--- config.mk ---
export PLATFORM = sky130hd
export DESIGN_NAME = mc_main_control
export DESIGN_NICKNAME = d
export VERILOG_FILES = /design/src/rtl/mc_main_control.sv
export SDC_FILE = /design/constraint.sdc
export NUM_CORES = 1
export LEC_CHECK = 0
export ABC_AREA = 0
export BUFFER_PORTS_ARGS = -buffer_cell sky130_fd_sc_hd__buf_4
export CORE_UTILIZATION = 28
export DETAILED_ROUTE_END_ITERATION = 10
export SLEW_MARGIN = 20
export SYNTH_ARGS = -nofsm -noshare
export SYNTH_HDL_FRONTEND = slang
export SYNTH_SLANG_ARGS = --single-unit
export TNS_END_PERCENT = 30
--- constraint.sdc ---
create_clock -name clk -period 2.6 [get_ports clk]
set_clock_uncertainty 0.15 [all_clocks]
set_input_delay 0 -clock clk [delete_from_list [all_inputs] [get_ports clk]]
set_output_delay 0 -clock clk [all_outputs]
set_load 0.01 [all_outputs]
--- src/rtl/mc_main_control.sv ---
// Multi-cycle MIPS main control FSM with memory-ready wait/timeout and illegal-opcode flag.
// Optional macro MC_CTRL_JUMP_EN builds the JUMP state and decodes opcode 000010.
module mc_main_control #(
    parameter int unsigned WAIT_MAX = 15,
    parameter int unsigned WAIT_W   = 4
) (
    input  logic       clk,
    input  logic       rst,
    input  logic [5:0] opcode,
    input  logic       mem_ready,
    output logic       pc_write,
    output logic       pc_write_cond,
    output logic       i_or_d,
    output logic       mem_read,
    output logic       mem_write,
    output logic       ir_write,
    output logic       mem_to_reg,
    output logic       reg_dst,
    output logic       reg_write,
    output logic       alu_src_a,
    output logic [1:0] alu_src_b,
    output logic [1:0] alu_op,
    output logic [1:0] pc_source,
    output logic       illegal_op,
    output logic       mem_timeout,
    output logic [3:0] state_dbg
);

    localparam logic [3:0] FETCH   = 4'd0;
    localparam logic [3:0] DECODE  = 4'd1;
    localparam logic [3:0] MEMADR  = 4'd2;
    localparam logic [3:0] MEMRD   = 4'd3;
    localparam logic [3:0] MEMWB   = 4'd4;
    localparam logic [3:0] MEMWR   = 4'd5;
    localparam logic [3:0] EXECUTE = 4'd6;
    localparam logic [3:0] ALUWB   = 4'd7;
    localparam logic [3:0] BRANCH  = 4'd8;
    localparam logic [3:0] ADDIEX  = 4'd9;
    localparam logic [3:0] SLTIEX  = 4'd10;
    localparam logic [3:0] IWB     = 4'd11;
    localparam logic [3:0] JUMP    = 4'd12;

    localparam logic [5:0] OP_R    = 6'b000000;
    localparam logic [5:0] OP_LW   = 6'b100011;
    localparam logic [5:0] OP_SW   = 6'b101011;
    localparam logic [5:0] OP_BEQ  = 6'b000100;
    localparam logic [5:0] OP_ADDI = 6'b001000;
    localparam logic [5:0] OP_SLTI = 6'b001010;
    localparam logic [5:0] OP_J    = 6'b000010;

    localparam logic [WAIT_W-1:0] WAIT_LIMIT = WAIT_W'(WAIT_MAX);

    logic [3:0]        state;
    logic [3:0]        next_state;
    logic [WAIT_W-1:0] wait_cnt;
    logic              waiting;
    logic              timeout;
    logic              decode_illegal;

    assign waiting = (state == FETCH) || (state == MEMRD) || (state == MEMWR);
    // mem_ready takes priority over an expiring counter
    assign timeout = waiting && !mem_ready && (wait_cnt == WAIT_LIMIT);

    always_comb begin
        next_state     = FETCH;
        decode_illegal = 1'b0;
        case (state)
            FETCH:   next_state = mem_ready ? DECODE : FETCH;
            DECODE: begin
                case (opcode)
                    OP_LW, OP_SW: next_state = MEMADR;
                    OP_R:         next_state = EXECUTE;
                    OP_BEQ:       next_state = BRANCH;
                    OP_ADDI:      next_state = ADDIEX;
                    OP_SLTI:      next_state = SLTIEX;
`ifdef MC_CTRL_JUMP_EN
                    OP_J:         next_state = JUMP;
`endif
                    default: begin
                        next_state     = FETCH;
                        decode_illegal = 1'b1;
                    end
                endcase
            end
            MEMADR: begin
                if (opcode == OP_LW)
                    next_state = MEMRD;
                else if (opcode == OP_SW)
                    next_state = MEMWR;
                else
                    next_state = FETCH;
            end
            MEMRD:   next_state = mem_ready ? MEMWB : MEMRD;
            MEMWR:   next_state = mem_ready ? FETCH : MEMWR;
            EXECUTE: next_state = ALUWB;
            ADDIEX:  next_state = IWB;
            SLTIEX:  next_state = IWB;
            default: next_state = FETCH;
        endcase
        if (timeout)
            next_state = FETCH;
    end

    always_ff @(posedge clk) begin
        if (rst) begin
            state    <= FETCH;
            wait_cnt <= '0;
        end else begin
            state <= next_state;
            // a timed-out FETCH keeps its state, so the timeout itself must clear the count
            if ((next_state != state) || mem_ready || timeout)
                wait_cnt <= '0;
            else if (waiting)
                wait_cnt <= wait_cnt + WAIT_W'(1);
        end
    end

    always_comb begin
        pc_write      = 1'b0;
        pc_write_cond = 1'b0;
        i_or_d        = 1'b0;
        mem_read      = 1'b0;
        mem_write     = 1'b0;
        ir_write      = 1'b0;
        mem_to_reg    = 1'b0;
        reg_dst       = 1'b0;
        reg_write     = 1'b0;
        alu_src_a     = 1'b0;
        alu_src_b     = 2'b00;
        alu_op        = 2'b00;
        pc_source     = 2'b00;
        illegal_op    = 1'b0;
        mem_timeout   = 1'b0;
        state_dbg     = 4'd0;
        if (!rst) begin
            state_dbg   = state;
            illegal_op  = decode_illegal;
            mem_timeout = timeout;
            case (state)
                FETCH: begin
                    mem_read  = 1'b1;
                    alu_src_b = 2'b01;
                    ir_write  = mem_ready;
                    pc_write  = mem_ready;
                end
                DECODE:  alu_src_b = 2'b11;
                MEMADR: begin
                    alu_src_a = 1'b1;
                    alu_src_b = 2'b10;
                end
                MEMRD: begin
                    mem_read = 1'b1;
                    i_or_d   = 1'b1;
                end
                MEMWB: begin
                    reg_write  = 1'b1;
                    mem_to_reg = 1'b1;
                end
                MEMWR: begin
                    mem_write = 1'b1;
                    i_or_d    = 1'b1;
                end
                EXECUTE: begin
                    alu_src_a = 1'b1;
                    alu_op    = 2'b10;
                end
                ALUWB: begin
                    reg_write = 1'b1;
                    reg_dst   = 1'b1;
                end
                BRANCH: begin
                    alu_src_a     = 1'b1;
                    alu_op        = 2'b01;
                    pc_write_cond = 1'b1;
                    pc_source     = 2'b01;
                end
                ADDIEX: begin
                    alu_src_a = 1'b1;
                    alu_src_b = 2'b10;
                end
                SLTIEX: begin
                    alu_src_a = 1'b1;
                    alu_src_b = 2'b10;
                    alu_op    = 2'b11;
                end
                IWB:     reg_write = 1'b1;
`ifdef MC_CTRL_JUMP_EN
                JUMP: begin
                    pc_write  = 1'b1;
                    pc_source = 2'b10;
                end
`endif
                default: ;
            endcase
        end
    end

endmodule

### Word-level counts from Yosys, hierarchy flattened

Cells that the tools add are included.

| operators by class | value |
|---|---|
| reduce and logical (&&, ||, !) cells | 18 |
| add/subtract/negate cells | 1 |
| multiplexer cells | 37 |
| equality and inequality tests | 18 |

Operators by type and width:

| kind | number |
|---|---|
| 4-bit case mux with 7 select lines | 1 |
| 1-bit two-way mux | 25 |
| 4-bit == test (second input constant) | 5 |
| 4-bit case mux with 5 select lines | 1 |
| 4-bit by 3-bit == test with 1-bit output (second input constant) | 4 |
| 6-bit by 4-bit == test with 1-bit output (second input constant) | 2 |
| 6-bit == test (second input constant) | 2 |
| 3-bit two-way mux | 4 |
| 2-bit case mux with 3 select lines | 2 |
| 2-bit OR reduction | 5 |
| 4-bit by 2-bit == test with 1-bit output (second input constant) | 2 |
| 4-bit two-way mux | 2 |
| 6-bit by 3-bit == test with 1-bit output (second input constant) | 1 |
| 6-bit zero test | 1 |
| 3-bit OR reduction | 2 |
| 6-bit OR reduction | 1 |
| 5-bit OR reduction | 1 |
| 4-bit by 1-bit adder with 4-bit output (second input constant) | 1 |
| 4-bit by 1-bit == test with 1-bit output (second input constant) | 1 |
| 4-bit zero test | 1 |
| 1-bit logical OR | 4 |
| 2-bit two-way mux | 2 |
| 4-bit inequality test | 1 |
| 1-bit logical AND | 2 |
| 1-bit zero test | 1 |

| word-level totals | value |
|---|---|
| flip-flop bits (word level) | 8 |
| word-level logic and storage cells | 76 |

### Depth between registers and ports, before layout

| depth | value |
|---|---|
| depth in word-level cells | 10 |
| mapped depth | 8 |
| depth with buffers taken out | 7 |

### Least setup slack after synthesis

Ideal clock, no wire load.

| path | value |
|---|---|
| path kind | reg-to-reg |
| start point | reg state[2] |
| end point | reg wait_cnt[1] |
| library setup time | 0.087 ns |
| arrival | 1.708 ns |
| slack | 0.655 ns |
| required time | 2.363 ns |
| stages on the path, launching flop included | 8 |
| cells stage by stage | dfxtp_1 buf_2 and2b_1 a21oi_1 o32a_1 a2111oi_4 a211oi_2 nor4b_2 |

| between the ends | value |
|---|---|
| longest elaborated chain between the ends | 10 |

RTL lines:

| what | RTL line | text |
|---|---|---|
| start, declared | 53 | `logic [3:0] state;` |
| start signal, assigned | 109 | `state <= next_state;` |
| parallel branches: the longest is 10 deep, another holds 4-bit case mux with 7 select lines | - |  |
| end signal, assigned | 114 | `wait_cnt <= wait_cnt + WAIT_W'(1);` |
| end, declared | 55 | `logic [WAIT_W-1:0] wait_cnt;` |

Parallel ways; which one is timed is not known.
A chain may end at the register's enable or synchronous reset.

### Worst setup path in the final report

| path | value |
|---|---|
| start point | reg state[0] |
| end point | reg wait_cnt[1] |

Same word-level chain as after synthesis.

==> results.yml <==
sta:
  setup_tns_ns: 0
  rsz0062_at_grt: "no"
  slew_headroom_pct: 60.00
  fin_crit_ns: 2.331
  fin_ws_ns: 0.2694
  worst_pin_slew_ns: 0.5946
  whs_ns: 0.1548
  post-route-period-util_pct: 89.64
  setup_violations: 0
  maxSlewViolCount: 0
  hold_viol: 0
  fmax_mhz: 429.1
floorplan:
  io_pins: 31
  initial_core_util_pct: 30.56
  die_h_um: 63.52
  die_area_um2: 4035
  rows: 21
  core_area_um2: 3468
  die_x_um: 63.52
layout:
  layout_common_cells: "buf_4, nor3_1, nor2_1"
  antenna_cells: 0
  fin_util_pct: 40.22
  nNetsFinal: 192
  drive_above_1_share_pct: 30.00
  fin_area_um2: 1395
  instances_no_fill: 226
  final_common_cell: "buf_4"
  area_delta_synth_final_pct: 31.64
global_route:
  grt_pass1_wl_um: 5540
  grtUsageTotal_pct: 17.24
  grt_pass1_vias: 1208
  grt_max_degree: 22
  antenna_found_initial: 0
  grt_overflow: 0
synth:
  postSynthCellCount: 149
  synth.yosys.seq_area_share_pct: 15.11
  avgSynthCellArea_um2: 7.113
  synth_edf_count: 0
  yosys_warnings: 0
  synthesis.nets: 159
  ys_types: 49
  async_flop_share_pct: 0
  synth_ff_type: "dfxtp_1"
  ys_ff_latch: 8
  synthesis.area_um2: 1060
route:
  drt_iter0_drc: 79
  vias_per_cell: 5.619
  first_pass_iters: 4
  wl_um: 3389
  num_vias: 1270
  wl_per_cell_um: 15.00
  drc_errors: 0
  final_antenna_net_count: 0
place:
  place_ws_ns: 0.3333
  dp.cells: 222
  gp_congestion: 0.9285
  io_buffers: 29
  hpwlAfterDp_um: 2524
  placed_cell_area_um2: 1344
worst_hold_path:
  hp-class: "input pin to flop"
pwr:
  p_per_area_nw_per_um2: 286.4
  report.power.total_uw: 399.6
  cellLeakagePower_nw: 0.6033
  max-vdd-ir-drop_mv: 0.1549
flow_run:
  maxCapViolCount: 0
cts:
  clk_pin_slew_ns: 0.05
  root_buffer: "clkbuf_8"
  cts_made_buffers: 3
  cts-htree-levels: 1
  clkLatencyLatePin_ns: 0.24
  cts.sinks: 8
  cts.path.max_buffers: 2
  cts_tree: "done"
  cts_resized: 0
run_status:
  status: "complete, no violations"
worst_setup_path:
  critPathArrivalTime_ns: 2.32
  path_class: "flop to flop"
  worst_setup_path_end_kind: "flop"
  crit_path_max_fanout: 12
  start_kind: "flop"
  worstPathRequired_ns: 2.59
## critical path: stages, from the launching register on
cell and delay [ns]:
dfxtp_1 0.52, buf_4 0.22, and3b_1 0.20, and4_1 0.22
nor2_1 0.28, and4_1 0.27, a211oi_2 0.11, nor4b_2 0.27
## kinds of logic (layout without fill, tap and decap cells)
logic type                 count (synthesis)  count (layout)  synth area share (%)
muxes                                      3               3                 2.834
and+or+nand+nor                           79              79                 42.03
AOI/OAI and AO/OA                         30              30                 22.55
DFF                                        8               8                 15.11
adders and majority gates                  1               1                 1.180
xor gates and xnor gates                   7               7                 5.785
other                                      1               1                0.3539
buffers and inverters                     20              51                 10.15
## area by class of cell
type / count / area [um2]
Sequential cell: 8 / 160.2
Tap cell: 46 / 57.56
Clock buffer: 3 / 41.29
Timing Repair Buffer: 43 / 325.3
Inverter: 5 / 18.77
Multi-Input combinational cell: 121 / 792.0
Fill cell: 366 / 2073
## path summary, 6_finish.rpt
check | from | endpoint | slack (ns) | cells after the start
hold / removal | opcode[4] | state[1] | 0.15 | 5
setup / recovery | state[0] | wait_cnt[1] | 0.27 | 7
hold reg to reg | wait_cnt[3] | wait_cnt[3] | 0.42 | 3
setup reg to reg | state[0] | wait_cnt[1] | 0.27 | 7
## what timing repair did
action,in CTS,in global routing
hold buffers,1,0
endpoints found under the hold margin,4,0
setup buffers,0,0
## cells in the mapped netlist (2+ instances only)
library cell / number / area share (%)
inv_1: 4 / 1.4
nor2_1: 15 / 5.3
and4_1: 3 / 2.5
a211oi_1: 5 / 3.5
nand3_1: 4 / 1.9
buf_4: 5 / 3.5
mux2i_1: 3 / 2.8
nand2b_1: 4 / 2.4
xnor2_1: 3 / 2.5
nor4_1: 6 / 3.5
and3_1: 2 / 1.2
buf_2: 5 / 2.4
o211ai_1: 2 / 1.4
xor2_1: 4 / 3.3
dfxtp_1: 8 / 15
clkbuf_1: 3 / 1.1
nor2b_1: 3 / 1.8
o21ai_0: 3 / 1.4
nand2_1: 14 / 5.0
a221oi_1: 2 / 1.7
nor3_1: 16 / 7.6
and3b_1: 2 / 1.7
a21oi_1: 7 / 3.3
## power by group
part           leakage [nW]  switching (mW)  internal (mW)
clock                0.0216          0.0540          0.101
combinational         0.517          0.0598         0.0534
sequential           0.0648         0.00566          0.126
## state kept, by name (all words and copies together), names as in the netlist
| name | flops |
|---|---|
| state | 4 |
| wait_cnt | 4 |
## per-layer routing
metal | global-route usage [%] | up-vias | share of wire, %
li1 | - | 611 | -
met1 | 20.67 | 576 | 41
met2 | 28.32 | 72 | 47
met3 | 4.348 | 11 | 9.7
met4 | 8.239 | 0 | 1.9
met5 | 0 | - | 0
Note: power is estimated with default switching activity, not from simulation.
